--- src/rtl/ram_req_bridge_pkg.sv ---
// Shared definitions for the line-RAM request bridge and its merge helper.
// No logic; latency n/a; backpressure n/a.
// Holds RAM geometry defaults and the bridge FSM state encoding.
package ram_req_bridge_pkg;

    localparam int RAM_DW = 128;
    localparam int RAM_AW = 16;

    typedef enum logic [1:0] {
        ST_IDLE   = 2'd0,
        ST_RDWAIT = 2'd1,
        ST_RESP   = 2'd2
    } state_e;

endpackage

--- src/rtl/ram_strb_merge.sv ---
// Per-byte mux: strobed bytes from i_new, others from i_old.
// Purely combinational, zero latency; no backpressure.
// Shared with the store buffer, so it stays free of any bridge state.
module ram_strb_merge #(
    parameter int DW = 128,
    parameter int SW = DW / 8
) (
    input  logic [SW-1:0] i_strb,
    input  logic [DW-1:0] i_new,
    input  logic [DW-1:0] i_old,
    output logic [DW-1:0] o_merged
);

    for (genvar g = 0; g < SW; g++) begin : g_byte
        assign o_merged[8*g +: 8] = i_strb[g] ? i_new[8*g +: 8] : i_old[8*g +: 8];
    end

endmodule

--- src/rtl/ram_req_bridge.sv ---
// Valid/ready front-end for the 128-bit line RAM; partial writes become read-modify-write.
// Latency: full write response at accept+1, read and partial write at accept+2.
// One request outstanding; req_ready drops while a RAM read is in flight or a response is stalled.
module ram_req_bridge
    import ram_req_bridge_pkg::*;
#(
    parameter int DW = RAM_DW,
    parameter int AW = RAM_AW
) (
    input  logic              clk,
    input  logic              rst_n,
    input  logic              req_valid,
    output logic              req_ready,
    input  logic              req_wen,
    input  logic [AW-1:0]     req_addr,
    input  logic [DW-1:0]     req_wdata,
    input  logic [DW/8-1:0]   req_wstrb,
    output logic              resp_valid,
    input  logic              resp_ready,
    output logic              resp_wen,
    output logic [DW-1:0]     resp_rdata,
    output logic [AW-1:0]     ram_addr,
    output logic              ram_ren,
    output logic              ram_wen,
    output logic [DW-1:0]     ram_wdata,
    input  logic [DW-1:0]     ram_rdata
);

    localparam int SW = DW / 8;

    state_e          r_state;
    state_e          w_next;
    logic [AW-1:0]   r_addr;
    logic            r_wen;
    logic [DW-1:0]   r_wdata;
    logic [SW-1:0]   r_wstrb;
    logic            r_resp_wen;
    logic [DW-1:0]   r_resp_rdata;

    logic            w_accept;
    logic            w_full;
    logic [DW-1:0]   w_merged;

    assign req_ready  = (r_state == ST_IDLE) | ((r_state == ST_RESP) & resp_ready);
    assign w_accept   = req_valid & req_ready;
    assign w_full     = req_wen & (&req_wstrb);
    assign resp_valid = (r_state == ST_RESP);
    assign resp_wen   = r_resp_wen;
    assign resp_rdata = r_resp_rdata;

    // Merge latched write bytes over the line returned by the RDWAIT read.
    ram_strb_merge #(
        .DW (DW),
        .SW (SW)
    ) u_merge (
        .i_strb   (r_wstrb),
        .i_new    (r_wdata),
        .i_old    (ram_rdata),
        .o_merged (w_merged)
    );

    always_comb begin
        w_next    = r_state;
        ram_ren   = 1'b0;
        ram_wen   = 1'b0;
        ram_addr  = r_addr;
        ram_wdata = r_wdata;

        if (w_accept) begin
            ram_addr = req_addr;
            if (w_full) begin
                ram_wen   = 1'b1;
                ram_wdata = req_wdata;
                w_next    = ST_RESP;
            end else begin
                ram_ren = 1'b1;
                w_next  = ST_RDWAIT;
            end
        end else begin
            case (r_state)
                ST_IDLE: begin
                end
                ST_RDWAIT: begin
                    ram_wen   = r_wen;
                    ram_wdata = w_merged;
                    w_next    = ST_RESP;
                end
                ST_RESP: begin
                    if (resp_ready) begin
                        w_next = ST_IDLE;
                    end
                end
                default: begin
                    w_next = ST_IDLE;
                end
            endcase
        end

        // Keeps a half-finished RMW from landing while reset is held.
        if (!rst_n) begin
            ram_ren = 1'b0;
            ram_wen = 1'b0;
            w_next  = ST_IDLE;
        end
    end

    always_ff @(posedge clk) begin
        if (!rst_n) begin
            r_state      <= ST_IDLE;
            r_addr       <= '0;
            r_wen        <= 1'b0;
            r_wdata      <= '0;
            r_wstrb      <= '0;
            r_resp_wen   <= 1'b0;
            r_resp_rdata <= '0;
        end else begin
            r_state <= w_next;
            if (w_accept) begin
                r_addr     <= req_addr;
                r_wen      <= req_wen;
                r_wdata    <= req_wdata;
                r_wstrb    <= req_wstrb;
                r_resp_wen <= req_wen;
                if (w_full) begin
                    r_resp_rdata <= req_wdata;
                end
            end else if (r_state == ST_RDWAIT) begin
                r_resp_rdata <= r_wen ? w_merged : ram_rdata;
            end
        end
    end

endmodule

--- config.mk ---
export PLATFORM = sky130hd
export DESIGN_NAME = ram_req_bridge
export DESIGN_NICKNAME = d
export VERILOG_FILES = /design/src/rtl/ram_req_bridge_pkg.sv /design/src/rtl/ram_strb_merge.sv /design/src/rtl/ram_req_bridge.sv
export SDC_FILE = /design/constraint.sdc
export NUM_CORES = 1
export LEC_CHECK = 0
export BUFFER_PORTS_ARGS = -buffer_cell sky130_fd_sc_hd__buf_2
export CAP_MARGIN = 10
export CELL_PAD_IN_SITES_DETAIL_PLACEMENT = 0
export CELL_PAD_IN_SITES_GLOBAL_PLACEMENT = 2
export CORE_ASPECT_RATIO = 0.75
export CORE_MARGIN = 3
export CORE_UTILIZATION = 30
export CTS_BUF_LIST = sky130_fd_sc_hd__clkbuf_4
export DETAILED_ROUTE_END_ITERATION = 8
export GPL_ROUTABILITY_DRIVEN = 1
export PLACE_DENSITY = 0.9
export SLEW_MARGIN = 20
export SYNTH_ARGS = -nofsm -noshare
export SYNTH_HDL_FRONTEND = slang
export SYNTH_SLANG_ARGS = --single-unit
export TNS_END_PERCENT = 10
--- constraint.sdc ---
create_clock -name clk -period 2 [get_ports clk]
set_input_delay 0.4 -clock clk [delete_from_list [all_inputs] [get_ports clk]]
set_output_delay 0.4 -clock clk [all_outputs]
set_load 0.01 [all_outputs]
# Word level (Yosys, flattened, before mapping)
# Cells that the tools add are included.
[classes] eq_ne=5 mux=35 bitwise_logic=4 reduce_logical=5
[ops] operator="2-to-1 mux 128 bit" n=7
[ops] operator="2-to-1 mux 8 bit" n=16
[ops] operator="2-to-1 mux 16 bit" n=1
[ops] operator="AND reduction 16 bit" n=1
[ops] operator="2-to-1 mux 1 bit" n=7
[ops] operator="2-to-1 mux 2 bit" n=3
[ops] operator="one-hot mux 2 bit (3 select lines)" n=1
[ops] operator="AND reduction 2 bit" n=2
[ops] operator="AND 1 bit" n=3
[ops] operator="inequality test 3 x 1 -> 1 bit (second input constant)" n=1
[ops] operator="equality test 2 x 1 -> 1 bit (second input constant)" n=1
[ops] operator="equality test 2 bit (second input constant)" n=1
[ops] operator="zero test 2 bit" n=1
[ops] operator="inequality test 2 x 1 -> 1 bit (second input constant)" n=1
[ops] operator="inequality test 2 bit (second input constant)" n=1
[ops] operator="nonzero test 2 bit" n=1
[ops] operator="OR 1 bit" n=1
[totals] register_bits=291 out_inout_bits=277 wordCells=55

# Longest topological paths before layout
# Gate-level depths: netlist (run 1).
[logic_depth] word_depth=6 ltp_mapped=8

# Hierarchy
# Synthesis (run 1) repeated with hierarchy kept, for this count alone.
[hier_totals] hier_cells=2485 area_unflattened_um2=20170.6
[by_module_without_submodules] mod="ram_req_bridge" instances=1 cells_per_inst=2341 area_each_um2=18549.0 seq_area_each_um2=5825.6
[by_module_without_submodules] mod="ram_strb_merge" instances=1 cells_per_inst=144 area_each_um2=1621.6 seq_area_each_um2=0.0

# Worst setup path after synthesis (run 1)
# OpenSTA, ideal clock, no wires.
[synth_path] kind="input to output" startpoint="input port req_wstrb[1]" endpoint="output port ram_wdata[117]" arrival_time_ns=1.661 slack_ns=-0.061 cell_stages=7 path_cell_list="and4_1 > and4_4 > buf_6 > a21o_1 > buf_4 > buf_6 > o21ai_0"
[synth_between] elab_chain_len=4
[synth_rtl] element="start: declaration" line="ram_req_bridge.sv:17" text="input logic [DW/8-1:0] req_wstrb,"
[synth_rtl] element="AND reduction 16 bit" line="ram_req_bridge.sv:46" text="assign w_full = req_wen & (&req_wstrb);"
[synth_rtl] element="AND 1 bit" line="ram_req_bridge.sv:46"
[synth_rtl] element="2-to-1 mux 128 bit" line="ram_req_bridge.sv:71" text="if (w_full) begin"
[synth_rtl] element="2-to-1 mux 128 bit" line="ram_req_bridge.sv:69" text="if (w_accept) begin"
[synth_rtl] element="end: declaration" line="ram_req_bridge.sv:25" text="output logic [DW-1:0] ram_wdata,"
# No other way between the ends.

# Worst setup path after layout (run 1)
[layout_path] startpoint="register r_state[1]" endpoint="output port ram_wdata[100]"
[layout_between] elab_chain_len=5 elab_cells_between_ends=8 cone_classes="2 x eq/ne; 2 x mux; 3 x bitwise; 1 x reduce/logical"
[layout_rtl] element="start: declaration" line="ram_req_bridge.sv:31" text="state_e r_state;"
[layout_rtl] element="start signal: assignment" line="ram_req_bridge.sv:117" text="r_state <= w_next;"
[layout_rtl] element="equality test 2 bit" line="ram_req_bridge.sv:44" text="assign req_ready = (r_state == ST_IDLE) | ((r_state == ST_RESP) & resp_ready);"
[layout_rtl] element="AND 1 bit" line="ram_req_bridge.sv:44"
[layout_rtl] element="OR 1 bit" line="ram_req_bridge.sv:44"
[layout_rtl] element="AND 1 bit" line="ram_req_bridge.sv:45" text="assign w_accept = req_valid & req_ready;"
[layout_rtl] element="2-to-1 mux 128 bit (*)" line="ram_req_bridge.sv:69"
# Every way passes the cells marked *; elsewhere a longest branch is shown, timed or not.

==> impl_metrics.ini, run 1 <==
[worst_setup_path]
crit_buf_inv = 2
path_delay_family = compound AO/OA/AOI/OAI gates
max_stage_delay_ps = 410
critPathLaunchType = flop
crit_arrival_ps = 2500
worst-path-max-fanout = 13
cp.required_ps = 1600
path_cells = buf_12 > and3b_2 > a22o_1 > a31oi_1 > o21ai_2 > buf_2
critPathCaptureType = output pin
critPathKind = reg -> out
critPathSlowestCell = dfxtp_4

[sta]
rsz0062_at_grt = true
fin_crit_sh_pct = 145
post-route-min-period_ps = 2900
setup_slack_ps = -902
drv_slew = 0
slew_headroom_pct = 60.6
timing.fmax_ghz = 0.345
finClkSkew_ps = 74.9
final-setup-viol-count = 162
tightestPinTransition_ps = 592
fin_tns_setup_ps = -117700
hold_viol = 0

[cts]
htreeDepth = 3
clk_pin_slew_ps = 70
numCtsBuffers = 83
cts-root-buf = clkbuf_4
cts_sinks = 291
worstSkewPairLatency_ps = 850
cts.path.max_buffers = 3
cts_tree = done

[global_route]
grt_pass1_wl_mm = 121
antenna_found_initial = 22
grtUsageTotal_pct = 24.5
grt-ovfl-total = 0
first_global_vias = 20600
grt_max_degree = 91

[outcome]
violations = setup timing
outcome = finished with violations

[synthesis]
seq_area_frac_synth_pct = 32.5
synth_common_cells = nand2_1 (439), dfxtp_1 (291), mux2_2 (144)
synth_compound_area_share_pct = 26.0
synth_area_mm2 = 0.0179
synthMuxAreaShare_pct = 16.2
synth-xor-area-share_pct = 0
async_flop_share_pct = 0
synth_top_area_share_pct = 32.5
yosys_warnings = 0
ys_types = 34
synth_top_family_by_area = compound AO/OA/AOI/OAI gates
synth.net_count = 2481
synth_ff_type = dfxtp_1
synth_edf_count = 0
yosysMostFrequentCell = nand2_1
synth.area.top_cells = dfxtp_1 (33%), nand2_1 (9.2%), mux2_2 (9.0%)
synth_adder_area_share_pct = 0
postSynthRegisterBits = 291
synth_area_leader_cell = dfxtp_1
syn_area_per_cell_um2 = 8.19
synth-simple-area-share_pct = 16.7
syn_inst = 2188

[routing]
wl_per_cell_um = 21.1
drcViolationCount = 0
wl_mm = 81.8
drt_first_pass_iters = 6
ant_nets = 0
vias_per_cell = 5.34
vias = 20700
initialDrtViolationCount = 1439

[power_and_ir_drop]
irDropWorstVdd_mv = 0.320
cellLeakagePower_nw = 12.0
cellPowerDensity_mw_per_mm2 = 628
power.total_mw = 16.8

[die]
coreArea_mm2 = 0.0583
io_pins = 570
start_util_pct = 30.7
die_area_mm2 = 0.0627
die_y_um = 218
rows = 76
fp.dieW_um = 288

[placement]
dp_hpwl_mm = 54.6
gp_congestion = 0.921
dp_cells = 3430
numPortBuffers = 569

[min_path]
hp-class = in -> reg

[final_layout]
syn_to_final_growth_pct = 49.3
nets = 3317
drive_gt1_share_pct = 35.0
final_cells = 3881

[flow_run]
cap_viol_max_count = 0
-- per-layer routing --
metal  vias up  share of wire (%)  global-route usage (%)
met5         -               0.21                       0
met4        22                3.3                    8.76
met3       206                8.9                    7.30
met2       991                 46                    40.4
met1      9920                 41                    30.2
li1       9590                  -                       -
-- through the flow --
step	area, um2	util [%]	hold WS, ps	worst slack, ps
finish	26800	45.9	77.6	-902
global route	26700	45.9	3.04	-1040
CTS	26400	45.2	0.349	-970
detailed placement	21900	37.6	451	-558
global placement	21900	37.6	444	-589
floorplan	17900	-	459	-60.7
-- layout make-up --
class | instances | area, um2
Sequential cell | 291 | 5830
Multi-Input combinational cell | 1565 | 11100
Clock inverter | 23 | 170
Tap cell | 780 | 976
Clock buffer | 124 | 931
Fill cell | 5742 | 31500
Timing Repair Buffer | 955 | 7270
Antenna cell | 15 | 37.5
Inverter | 128 | 480
-- timing repair --
item | 4_1_cts | 5_1_grt
gates resized for setup | 132 | 59
setup buffers | 17 | 4
hold buffers | 260 | 0
endpoints found under the setup margin | 265 | 286
hold endpoints to repair | 273 | 0
cloned | 3 | 5
pin swaps | 32 | 14
-- registers in the layout, summed over array words and instances, names as in the netlist --
| signal | cells |
|---|---|
| r_addr | 16 |
| resp_rdata | 128 |
| r_state | 2 |
| r_wstrb | 16 |
| r_wdata | 128 |
| resp_wen | 1 |
-- layout by cell type (no fill, tap or decap), drive strengths merged --
cell         count
o21a             1
and3b           16
a21boi         146
nand3            1
nand2b           2
a21o             1
a21oi            1
clkinv          18
nor3             1
nand2          439
bufinv           3
a22o           128
inv            129
o21ai          128
or3            128
nor2b            4
dlygate4sd3    259
nand4            1
mux2i          128
and2            16
nor2             2
clkbuf         128
dfxtp          291
and4             3
bufbuf           1
a31oi          130
buf            691
o211ai         128
clkinvlp         1
diode           15
nor3b           16
mux2           144
and2b            1
-- cell families (layout without fill, tap and decap cells) --
| kind of cell | count (synthesis) | in the layout |
|---|---|---|
| compound gates | 663 | 663 |
| simple gates | 630 | 630 |
| buf+inv | 332 | 1230 |
| flops | 291 | 291 |
| mux | 272 | 272 |
| other cells | 0 | 15 |
-- worst paths after layout --
kind | start | endpoint | slack (ps) | depth (start not counted)
max | r_state[1] | ram_wdata[100] | -900 | 6
min | ram_rdata[54] | resp_rdata[54] | 80 | 4
max reg2reg | r_state[1] | resp_rdata[84] | -30 | 7
min reg2reg | resp_rdata[10] | resp_rdata[10] | 460 | 2
-- power breakdown --
part           total (mW)  switching, mW  leakage (nW)  internal [mW]
Sequential           6.48          0.311          2.39           6.16
Clock                6.03           2.82         0.648           3.21
Combinational        4.30           2.23          8.94           2.07
Total                16.8           5.37          12.0           11.4
-- worst min-delay path, cell delays in order --
cell and delay (ps):
buf_2 90, mux2_2 140, o211ai_1 70, mux2i_1 120
Note: power is estimated with default switching activity, not from simulation.
==> inputs of run 2 (changes only) <==
Clock period 2 ns to 3.1 ns, I/O delays scaled along.
==> impl_metrics.ini, run 2 (synthesis gave the netlist of run 1 again) <==
[worst_setup_path]
r2r_setup_slack_ps = 570
worst-path-max-fanout = 27
r2r_end = resp_rdata[107]
critPathSlowestCell = dfxtp_4
max_stage_delay_ps = 510
critPathCaptureType = output pin
cp.required_ps = 2480
crit_arrival_ps = 2540
timing.rr.start = r_state[1]
critPathLaunch = r_state[1]
crit_path_end = ram_wdata[122]
ff2ff_path_depth = 7
critPathLaunchType = flop
critPathKind = reg -> out
path_cells = nand2b_4 > and4_4 > buf_4 > clkbuf_16 > a31oi_1 > o21ai_2 > buf_2

[cts]
numCtsBuffers = 86
cts_sinks = 291
cts-root-buf = clkbuf_4
worstSkewPairLatency_ps = 800
cts.path.max_buffers = 3
htreeDepth = 3
clk_pin_slew_ps = 60
cts_tree = done

[min_path]
hp-class = in -> reg

[die]
coreArea_mm2 = 0.0583
die_area_mm2 = 0.0627
start_util_pct = 30.7
fp.dieW_um = 288
io_pins = 570
rows = 76
die_y_um = 218

[flow_run]
cap_viol_max_count = 0

[power_and_ir_drop]
clkPwrFrac_pct = 36.7
cellPowerDensity_mw_per_mm2 = 438
power.internal_mw = 7.01
pwr-share-comb_pct = 23.0
irDropWorstVdd_mv = 0.199
cellLeakagePower_nw = 10.5
seq_power_share_pct = 40.4
sw_frac_of_total_pct = 32.3
netSwitchingPower_mw = 3.35

[sta]
slew_headroom_pct = 35.1
drv_slew = 0
timing.fmax_ghz = 0.316
holdWs_ps = 99.8
finClkSkew_ps = 32.5
fin_crit_sh_pct = 102
hold_viol = 0
final-setup-viol-count = 35
post-route-min-period_ps = 3160
rsz0062_at_grt = true
setup_slack_ps = -61.2
tightestPinTransition_ps = 973

[routing]
initialDrtViolationCount = 1194
wl_per_cell_um = 22.1
ant_nets = 0
drcViolationCount = 0
vias_per_cell = 5.41
wl_mm = 79.3
vias = 19400
drt_first_pass_iters = 7

[global_route]
grtUsageTotal_pct = 23.9
grt_max_degree = 136
first_global_vias = 19200
grt-ovfl-total = 0
antenna_found_initial = 25
grt_pass1_wl_mm = 117

[placement]
numPortBuffers = 569
dp_cells = 3375
dp_hpwl_mm = 53.1
gp_congestion = 0.916

[outcome]
outcome = finished with violations
violations = setup timing

[final_layout]
final_cells = 3582
fillers = 5995
drive_gt1_share_pct = 37.0
layout_common_cells = buf_2 (560), nand2_1 (438), dfxtp_1 (288)
seqCellArea_mm2 = 0.00583
nets = 3024
syn_to_final_growth_pct = 32.0
utilization_pct = 40.6
mostFrequentLayoutCell = buf_2
multiInputGateArea_mm2 = 0.0112
==> run 2: worst min path at each step <==
stage	from	to	slack, ps	cells past startpoint
3_3_place_gp	resp_rdata[115]	resp_rdata[115]	440	2
4_1_cts	req_wstrb[3]	r_wstrb[3]	0.3	3
3_5_place_dp	resp_rdata[126]	resp_rdata[126]	450	2
5_1_grt	req_wdata[36]	r_wdata[36]	9	3
6_report	req_wdata[89]	r_wdata[89]	100	3
2_1_floorplan	r_wdata[81]	r_wdata[81]	460	2
==> run 2: repair_timing <==
| item | 4_1_cts | 5_1_grt |
|---|---|---|
| hold endpoints to repair | 30 | 0 |
| cloned | 2 | 2 |
| buffers inserted | 11 | 4 |
| resized for setup | 78 | 96 |
| hold buffers | 30 | 0 |
| endpoints found under the setup margin | 147 | 130 |
| pin swaps | 25 | 49 |
==> run 2: through the flow <==
| stage | power [mW] | setup TNS, ps | setup slack (ps) | cell area [um2] |
|---|---|---|---|---|
| after global placement | 6.42 | 0 | 127 | 21300 |
| final | 10.4 | -597 | -61.2 | 23700 |
| after detailed placement | 6.46 | 0 | 118 | 21300 |
| after global routing | 10.9 | -16580 | -193 | 23600 |
| after floorplan | 5.47 | 0 | 599 | 17900 |
| after CTS | 10.4 | -4220 | -80.7 | 23100 |
==> run 2: layout make-up <==
cell class / instances / share of cell area, %
antenna: 11 / 0.116
clock inverter: 22 / 0.571
tap: 780 / 4.13
sequential: 291 / 24.7
timing repair buffer: 659 / 17.1
inverter: 128 / 2.03
multi-input combinational: 1565 / 47.3
clock buffer: 126 / 4.00
==> run 2: worst max-delay path: cells and delay by family (launching register included) <==
kind / cells / cell delay, ps
buffers and inverters: 3 / 550
flip-flops: 1 / 510
AND/OR/NAND/NOR: 2 / 310
AO/OA/AOI/OAI: 2 / 350
==> run 2: per-layer routing <==
layer	vias to the layer above	track usage (%)	wire length, um
met1	9440	30.2	33600
met4	28	6.97	1850
met2	790	38.7	36500
li1	8991	-	-
met3	141	7.84	7240
met5	-	0	188
==> run 2: power by group through the flow <==
| stage | Clock (mW) | Combinational [mW] | Sequential [mW] |
|---|---|---|---|
| after floorplan | 0 | 1.23 | 4.25 |
| after global placement | 0 | 2.17 | 4.25 |
| after detailed placement | 0 | 2.20 | 4.26 |
| after CTS | 3.94 | 2.32 | 4.18 |
| after global routing | 4.14 | 2.58 | 4.21 |
| final | 3.80 | 2.38 | 4.18 |
